===== config.mk =====
export PLATFORM = sky130hd
export DESIGN_NAME = ldst_agu_unit_flat
export DESIGN_NICKNAME = d
export VERILOG_FILES = /design/src/rtl/ldst_agu_unit_pkg.sv /design/src/rtl/ldst_agu_unit_if.sv /design/src/rtl/ldst_agu_unit_timeout_ctr.sv /design/src/rtl/ldst_agu_unit.sv /design/src/flat_wrapper.sv
export SDC_FILE = /design/constraint.sdc
export NUM_CORES = 1
export LEC_CHECK = 0
export BUFFER_PORTS_ARGS = -buffer_cell sky130_fd_sc_hd__clkbuf_2
export CAP_MARGIN = 20
export CORE_MARGIN = 2
export CORE_UTILIZATION = 49
export CTS_CLUSTER_SIZE = 30
export DETAILED_ROUTE_END_ITERATION = 6
export PLACE_DENSITY = 0.8
export SYNTH_ARGS = -nofsm -noshare
export SYNTH_HDL_FRONTEND = slang
export SYNTH_HIERARCHICAL = 1
export SYNTH_SLANG_ARGS = --single-unit
export TNS_END_PERCENT = 100

===== constraint.sdc =====
create_clock -name clk -period 2.3 [get_ports clk]
set_input_delay 0.23 -clock clk [delete_from_list [all_inputs] [get_ports clk]]
set_output_delay 0.23 -clock clk [all_outputs]
set_load 0.02 [all_outputs]

===== src/rtl/ldst_agu_unit_pkg.sv =====
// Shared definitions for the load/store address-generation unit:
// state encoding, datapath width and default timeout.
package ldst_agu_unit_pkg;

    localparam int LDST_DATA_W  = 16;
    localparam int LDST_TIMEOUT = 16;

    typedef enum logic [1:0] {
        ST_IDLE = 2'd0,
        ST_REQ  = 2'd1,
        ST_DONE = 2'd2
    } ldst_state_e;

endpackage


===== src/rtl/ldst_agu_unit_if.sv =====
// Data-memory request/acknowledge bus between the AGU (master) and memory (slave).
interface ldst_agu_unit_if
    import ldst_agu_unit_pkg::*;
#(
    parameter int DATA_W = LDST_DATA_W
);
    logic              mem_req;
    logic              mem_we;
    logic [DATA_W-1:0] mem_addr;
    logic [DATA_W-1:0] mem_wdata;
    logic              mem_ack;
    logic [DATA_W-1:0] mem_rdata;

    modport master (
        output mem_req, mem_we, mem_addr, mem_wdata,
        input  mem_ack, mem_rdata
    );

    modport slave (
        input  mem_req, mem_we, mem_addr, mem_wdata,
        output mem_ack, mem_rdata
    );
endinterface


===== src/rtl/ldst_agu_unit_timeout_ctr.sv =====
// Request-cycle counter; tc flags the last cycle a request may wait for an ack.
module ldst_timeout_ctr #(
    parameter int CNT_W   = 8,
    parameter int TIMEOUT = 16
) (
    input  logic clk,
    input  logic rst_n,
    input  logic clr,
    input  logic en,
    output logic tc
);
    logic [CNT_W-1:0] count;

    always_ff @(posedge clk or negedge rst_n) begin
        if (!rst_n) begin
            count <= '0;
        end else if (clr) begin
            count <= '0;
        end else if (en) begin
            count <= count + 1'b1;
        end
    end

    assign tc = (count == CNT_W'(TIMEOUT - 1));
endmodule


===== src/rtl/ldst_agu_unit.sv =====
// Load/store stage: forms Base+Imm_Ex, runs one req/ack memory access,
// stalls the CPU meanwhile and aborts if memory never acknowledges.
//
// state   | meaning
// IDLE    | waiting for start; address and store data latched on acceptance
// REQ     | mem_req held with stable outputs until ack or timeout
// DONE    | one-cycle Done (and Err on abort) pulse; start ignored
module ldst_agu_unit
    import ldst_agu_unit_pkg::*;
#(
    parameter int DATA_W  = LDST_DATA_W,
    parameter int TIMEOUT = LDST_TIMEOUT,
    parameter int CNT_W   = 8
) (
    input  logic              clk,
    input  logic              rst_n,
    input  logic              start,
    input  logic              is_store,
    input  logic [DATA_W-1:0] Base,
    input  logic [DATA_W-1:0] Imm_Ex,
    input  logic [DATA_W-1:0] StoreData,
    ldst_agu_unit_if.master   mem,
    output logic              Stall,
    output logic              Done,
    output logic              Err,
    output logic [DATA_W-1:0] LoadData
);
    ldst_state_e       state;
    logic              tc;
    logic              ctr_clr;
    logic              ctr_en;
    logic [DATA_W-1:0] eff_addr;

    // Modular add; address wrap is intentional, no carry is kept.
    assign eff_addr = Base + Imm_Ex;

    assign ctr_clr = (state == ST_IDLE) && start;
    assign ctr_en  = (state == ST_REQ) && !mem.mem_ack;

    ldst_timeout_ctr #(
        .CNT_W   (CNT_W),
        .TIMEOUT (TIMEOUT)
    ) u_timeout_ctr (
        .clk   (clk),
        .rst_n (rst_n),
        .clr   (ctr_clr),
        .en    (ctr_en),
        .tc    (tc)
    );

    assign Stall = ((state == ST_IDLE) && start) || (state == ST_REQ);

    always_ff @(posedge clk or negedge rst_n) begin
        if (!rst_n) begin
            state         <= ST_IDLE;
            mem.mem_req   <= 1'b0;
            mem.mem_we    <= 1'b0;
            mem.mem_addr  <= '0;
            mem.mem_wdata <= '0;
            Done          <= 1'b0;
            Err           <= 1'b0;
            LoadData      <= '0;
        end else begin
            case (state)
                ST_IDLE: begin
                    Done <= 1'b0;
                    Err  <= 1'b0;
                    if (start) begin
                        state         <= ST_REQ;
                        mem.mem_req   <= 1'b1;
                        mem.mem_we    <= is_store;
                        mem.mem_addr  <= eff_addr;
                        mem.mem_wdata <= StoreData;
                    end
                end
                ST_REQ: begin
                    // Ack takes priority over a timeout in the same cycle.
                    if (mem.mem_ack) begin
                        state       <= ST_DONE;
                        mem.mem_req <= 1'b0;
                        mem.mem_we  <= 1'b0;
                        Done        <= 1'b1;
                        Err         <= 1'b0;
                        if (!mem.mem_we) begin
                            LoadData <= mem.mem_rdata;
                        end
                    end else if (tc) begin
                        state       <= ST_DONE;
                        mem.mem_req <= 1'b0;
                        mem.mem_we  <= 1'b0;
                        Done        <= 1'b1;
                        Err         <= 1'b1;
                        LoadData    <= '0;
                    end
                end
                ST_DONE: begin
                    state <= ST_IDLE;
                    Done  <= 1'b0;
                    Err   <= 1'b0;
                end
                default: begin
                    state       <= ST_IDLE;
                    mem.mem_req <= 1'b0;
                    mem.mem_we  <= 1'b0;
                    Done        <= 1'b0;
                    Err         <= 1'b0;
                end
            endcase
        end
    end
endmodule


===== src/flat_wrapper.sv =====
// flat-port wrapper written by rule: the top's interface ports become plain ports
module ldst_agu_unit_flat import ldst_agu_unit_pkg::*;
#(
    parameter int DATA_W  = LDST_DATA_W,
    parameter int TIMEOUT = LDST_TIMEOUT,
    parameter int CNT_W   = 8
)
  (clk, rst_n, start, is_store, Base, Imm_Ex, StoreData, Stall, Done, Err, LoadData, mem_mem_req, mem_mem_we, mem_mem_addr, mem_mem_wdata, mem_mem_ack, mem_mem_rdata);
  ldst_agu_unit_if #(.DATA_W(DATA_W)) mem_i ();
  input  logic clk;
  input  logic rst_n;
  input  logic start;
  input  logic is_store;
  input  logic [DATA_W-1:0] Base;
  input  logic [DATA_W-1:0] Imm_Ex;
  input  logic [DATA_W-1:0] StoreData;
  output logic Stall;
  output logic Done;
  output logic Err;
  output logic [DATA_W-1:0] LoadData;
  output wire logic [$bits(mem_i.mem_req)-1:0] mem_mem_req;
  output wire logic [$bits(mem_i.mem_we)-1:0] mem_mem_we;
  output wire logic [$bits(mem_i.mem_addr)-1:0] mem_mem_addr;
  output wire logic [$bits(mem_i.mem_wdata)-1:0] mem_mem_wdata;
  input wire logic [$bits(mem_i.mem_ack)-1:0] mem_mem_ack;
  input wire logic [$bits(mem_i.mem_rdata)-1:0] mem_mem_rdata;
  assign mem_mem_req = mem_i.mem_req;
  assign mem_mem_we = mem_i.mem_we;
  assign mem_mem_addr = mem_i.mem_addr;
  assign mem_mem_wdata = mem_i.mem_wdata;
  assign mem_i.mem_ack = mem_mem_ack;
  assign mem_i.mem_rdata = mem_mem_rdata;
  ldst_agu_unit #(.DATA_W(DATA_W), .TIMEOUT(TIMEOUT), .CNT_W(CNT_W)) u_core (.clk(clk), .rst_n(rst_n), .start(start), .is_store(is_store), .Base(Base), .Imm_Ex(Imm_Ex), .StoreData(StoreData), .mem(mem_i), .Stall(Stall), .Done(Done), .Err(Err), .LoadData(LoadData));
endmodule

-- Word level (Yosys, flattened, before mapping)
Index checks and enable logic that the tools add are counted.
- add/subtract/negate cells: 2
- multiply operators: 0
- divide/modulo/power cells: 0
- $lt $le $gt $ge: 0
- eq/ne operators: 6
- shifts and indexed selects: 0
- multiplexer cells: 20
- bitwise logic cells: 1
- reductions and logical operators: 11
- operators by type and width (cell ; count):
    $mux 16 ; 3
    $add 16x16->16 ; 1
    $mux 8 ; 2
    $mux 1 ; 9
    $add 8x1->8 const B ; 1
    $eq 8x4->1 const B ; 1
    $mux 2 ; 3
    $pmux 1 s3 ; 2
    $reduce_and 3->1 ; 2
    $ne 2x2->1 const B ; 2
    $pmux 2 s2 ; 1
    $reduce_and 2->1 ; 2
    $reduce_bool 2->1 ; 2
    $ne 3x2->1 const B ; 1
    $eq 2x1->1 const B ; 1
    $eq 2x2->1 const B ; 1
    $logic_and 1x1->1 ; 2
    $logic_not 2->1 ; 1
    $logic_not 1->1 ; 1
    $logic_or 1x1->1 ; 1
    $not 1->1 ; 1
- register bits: 62
- latch bits: 0
- RAM bits: 0
- memory bits (read-only): 0
- bits of input ports: 69
- output and inout bits: 53
- logic and storage cells: 49
- memories: 0

-- Depth between registers and ports, before layout
- depth after elaboration: 4
- mapped depth: 8

-- Cells and area by module
The synthesis kept the hierarchy.
- by module, submodules not included (module ; times used ; cells an instance ; area an instance (um2) ; sequential area each (um2)):
    ldst_agu_unit ; 1 ; 282 ; 2721.4 ; 1351.3
    ldst_timeout_ctr ; 1 ; 39 ; 394.1 ; 200.2

-- Worst setup path before layout
Ideal clock, no wire load.
- path type: register to register
- from: register u_core.u_timeout_ctr.count[0]
- to: register u_core.LoadData[10]
- setup time: 121 ps
- arrival: 1923 ps
- data required time: 2179 ps
- slack: 256 ps
- stages on the path, launching flop included: 9
- path buffers: 1
- clock period less this slack: 2044 ps
- path through: dfrtp_1 ha_1 nand4b_1 nor4_1 nor2_1 nor2_1 nand2_1 clkbuf_1 a22o_1
- longest elaborated chain between the ends: 3
- RTL lines (what ; RTL line ; RTL):
    start, declared ; ldst_agu_unit_timeout_ctr.sv:12 ; logic [CNT_W-1:0] count;
    start signal, assigned ; ldst_agu_unit_timeout_ctr.sv:20 ; count <= count + 1'b1;
    $eq 8x4->1 ; ldst_agu_unit_timeout_ctr.sv:24 ; assign tc = (count == CNT_W'(TIMEOUT - 1));
    named net u_core.tc ; ldst_agu_unit.sv:29 ; logic tc;
    $reduce_bool 2->1 (no source line) ; - ;
    $reduce_and 3->1 (no source line) ; - ;
    end signal, assigned ; ldst_agu_unit.sv:85 ; LoadData <= mem.mem_rdata;
    end, declared ; ldst_agu_unit.sv:26 ; output logic [DATA_W-1:0] LoadData
The timed path passes the listed nets, and every way through them passes these cells.
A chain may end at the register's enable or synchronous reset.

-- Worst setup path after layout
- from: register u_core.u_timeout_ctr.count[0]
- to: register u_core.LoadData[11]
Same word-level chain as after synthesis.

==> impl_metrics.env <==
export IMPL_start_util=0.499
export IMPL_vias_per_cell=5.25
export IMPL_finalWirelength_mm=7.18
export IMPL_final_antenna_net_count=0
export IMPL_final_cells=528
export IMPL_core_area_um2=6240
export IMPL_synthFlopType="dfrtp_1"
export IMPL_dp_cells=512
export IMPL_diodes=0
export IMPL_final_nets=533
export IMPL_die_y_um=83.7
export IMPL_fill_cells=538
export IMPL_pre_cts_slack_ns=0.0580
export IMPL_synth_area_per_cell_um2=9.71
export IMPL_reg2reg_depth=7
export IMPL_synth_async_reset_ratio=1.00
export IMPL_groute_usage_overall=0.212
export IMPL_dp_hpwl_mm=5.24
export IMPL_cts_tree="yes"
export IMPL_syn_inst=321
export IMPL_drive_gt1_frac=0.328
export IMPL_status="finished, final reports clean"
export IMPL_leakage_uw=0.00209
export IMPL_worst_pin_slew_ns=0.748
export IMPL_relSlewSlack=0.502
export IMPL_clkSinkCount=62
export IMPL_crit_top_cell="nor2_1"
export IMPL_die_area_um2=7010
export IMPL_drt_initial_drc_count=107
export IMPL_powerDensity_nw_per_um2=1120
export IMPL_final_core_utilization=0.640
export IMPL_htree_levels=3
export IMPL_grt_pass1_vias=2630
export IMPL_ys_ff_latch=62
export IMPL_cts_root_buffer="clkbuf_8"
export IMPL_arrival_ns=2.18
export IMPL_fin_skew_ns=0.00422
export IMPL_cts_made_buffers=9
export IMPL_std_cell_rows=29
export IMPL_setup_viol=0
export IMPL_grt_max_degree=62
export IMPL_place_gp_congestion=0.869
export IMPL_clk_latency_ns=0.33
export IMPL_grt_ovfl_total=0
export IMPL_fmax_mhz=509
export IMPL_drc=0
export IMPL_max_stage_delay_ns=0.44
export IMPL_firstDrtPassIters=4
export IMPL_hold_violations=0
export IMPL_syn_area_um2=3120
export IMPL_wl_per_cell_um=13.6
export IMPL_vias=2773
export IMPL_drv_slew=0
export IMPL_die_width_um=83.7
export IMPL_antenna_found_initial=0
export IMPL_portBuffers=121
export IMPL_ys_types=44
export IMPL_min_path_cells=3
export IMPL_endpoint_kind="flop"
export IMPL_fin_crit_ns=1.97
export IMPL_cap_violations=0
export IMPL_synth_nets=407
export IMPL_timing_final_crit_share=0.854
export IMPL_synth_edf_count=0
export IMPL_grt_pass1_wl_mm=12.0
export IMPL_ir_drop_v=0.000793
export IMPL_syn_to_final_growth_pct=28.2
export IMPL_critPathKind="reg -> reg"
export IMPL_setup_slack_ns=0.335
export IMPL_path_max_fanout=16
export IMPL_clk_path_buf_depth=2
export IMPL_ys_seq_area_frac=0.498
export IMPL_tns_ns=0
export IMPL_required_ns=2.51
export IMPL_ys_warn_count=6
export IMPL_io_pins=122
export IMPL_rsz0062_at_grt="no"
export IMPL_crit_slowest_cell="dfrtp_1"
export IMPL_clk_pin_slew_ns=0.06
export IMPL_crit_chain="ha_1 -> nand4b_1 -> nor4_1 -> nor2_1 -> nor2_1 -> nand2_2 -> a22o_1"
export IMPL_critPathLaunchType="flop"
export IMPL_min_path_type="in -> reg"
-- power breakdown --
part	internal [uW]	switching, uW
Sequential	1520	265
Combinational	682	1180
Clock	443	372
Total	2650	1810
-- layout make-up --
| class | instances | area [um^2] | area share |
|---|---|---|---|
| clock buffers | 14 | 163 | 0.0407 |
| clock inverters | 1 | 5.00 | 0.00125 |
| well taps | 77 | 96.3 | 0.0241 |
| inverters | 2 | 7.51 | 0.00188 |
| flip-flops and latches | 62 | 1550 | 0.388 |
| multi-input cells | 243 | 1500 | 0.376 |
| repair buffers | 129 | 668 | 0.167 |
-- cells in the mapped netlist (2+ instances only) --
master	instances	area, um^2
nand2_1	78	293
dfrtp_1	62	1550
nor2_1	22	82.6
a22o_1	16	140
ha_1	16	200
a21oi_1	15	75.1
o21ai_0	14	70.1
xnor2_1	12	105
clkbuf_1	9	33.8
nand3_1	8	40.0
xor2_1	8	70.1
o21ai_1	6	30.0
nand4_1	5	31.3
a21o_1	3	22.5
buf_1	3	11.3
nand2b_1	3	18.8
nor3_1	3	15.0
o211ai_1	3	22.5
o31ai_1	3	22.5
or3_1	3	18.8
a211oi_1	2	15.0
and3_1	2	12.5
buf_2	2	10.0
inv_1	2	7.51
o21a_1	2	15.0
-- state kept, by name (all words and copies together), names as in the netlist --
name / count
u_core/u_timeout_ctr/count: 8
u_core/LoadData: 16
u_core/mem.mem_wdata: 16
u_core/Err: 1
u_core/state: 2
u_core/Done: 1
u_core/mem.mem_addr: 16
u_core/mem.mem_req: 1
u_core/mem.mem_we: 1
-- per-stage QoR --
stage / total power, uW / hold slack, ns / area (um^2)
after floorplan: 2960 / -0.0656 / 3120
after global placement: 3610 / 0.0135 / 3810
after detailed placement: 3670 / 0.0139 / 3810
after CTS: 4510 / 0.0721 / 3990
after global routing: 4760 / 0.0818 / 4000
final: 4460 / 0.0879 / 4000
-- kinds of logic after synthesis --
kind of cell / count (synthesis) / share of synthesized area
and+or+nand+nor: 133 / 0.190
xor gates and xnor gates: 20 / 0.0562
adders and majority gates: 17 / 0.0707
DFF: 62 / 0.498
muxes: 1 / 0.00321
buffers and inverters: 16 / 0.0201
AOI/OAI and AO/OA: 72 / 0.162
-- worst paths after layout --
| check | from | slack (ns) | end |
|---|---|---|---|
| setup / recovery | u_core/u_timeout_ctr/count[0]$_DFFE_PN0P_ | 0.33 | u_core/LoadData[11]$_DFFE_PN0P_ |
| min in group asynchronous | rst_n | 0.21 | u_core/LoadData[14]$_DFFE_PN0P_ |
| setup reg to reg | u_core/u_timeout_ctr/count[0]$_DFFE_PN0P_ | 0.33 | u_core/LoadData[11]$_DFFE_PN0P_ |
| max in group asynchronous | rst_n | 1.19 | u_core/mem.mem_wdata[2]$_DFFE_PN0P_ |
| hold reg to reg | u_core/mem.mem_wdata[8]$_DFFE_PN0P_ | 0.47 | u_core/mem.mem_wdata[8]$_DFFE_PN0P_ |
| hold / removal | StoreData[3] | 0.09 | u_core/mem.mem_wdata[3]$_DFFE_PN0P_ |
-- critical path: cells and delay by family, from the launching register on --
kind	cells	cell delay [ns]
and+or+nand+nor	5	0.87
adders and majority gates	1	0.23
AOI/OAI and AO/OA	1	0.31
DFF	1	0.44
-- timing repair --
action                                  4_1_cts  5_1_grt
gates resized for setup                       0        1
endpoints found under the setup margin        0        8
setup buffers                                 0        0
hold endpoints to repair                      1        0
hold buffers                                  1        0
-- layer usage --
layer	routed length (um)	GRT usage
met3	500	0.0445
met5	0	0
met4	94	0.0997
met2	3500	0.347
met1	3080	0.268
-- cell usage in the layout, fill, tap and decap left out, types with 2 or more instances in the layout --
master / Yosys / routed
o21ai_1: 6 / 6
a21o_1: 3 / 3
dfrtp_1: 62 / 62
clkbuf_1: 9 / 3
nand2b_1: 3 / 3
o211ai_1: 3 / 3
nand2_1: 78 / 77
a22o_1: 16 / 16
nor2_1: 22 / 22
nand4_1: 5 / 5
clkbuf_8: 0 / 11
xor2_1: 8 / 8
inv_1: 2 / 2
o21ai_0: 14 / 14
and3_1: 2 / 2
or3_1: 3 / 3
o21a_1: 2 / 2
xnor2_1: 12 / 12
clkbuf_2: 0 / 121
a211oi_1: 2 / 2
buf_4: 0 / 7
nand3_1: 8 / 8
o31ai_1: 3 / 3
nor3_1: 3 / 3
a21oi_1: 15 / 15
ha_1: 16 / 16
No activity file was read; power rests on OpenSTA's default activity.
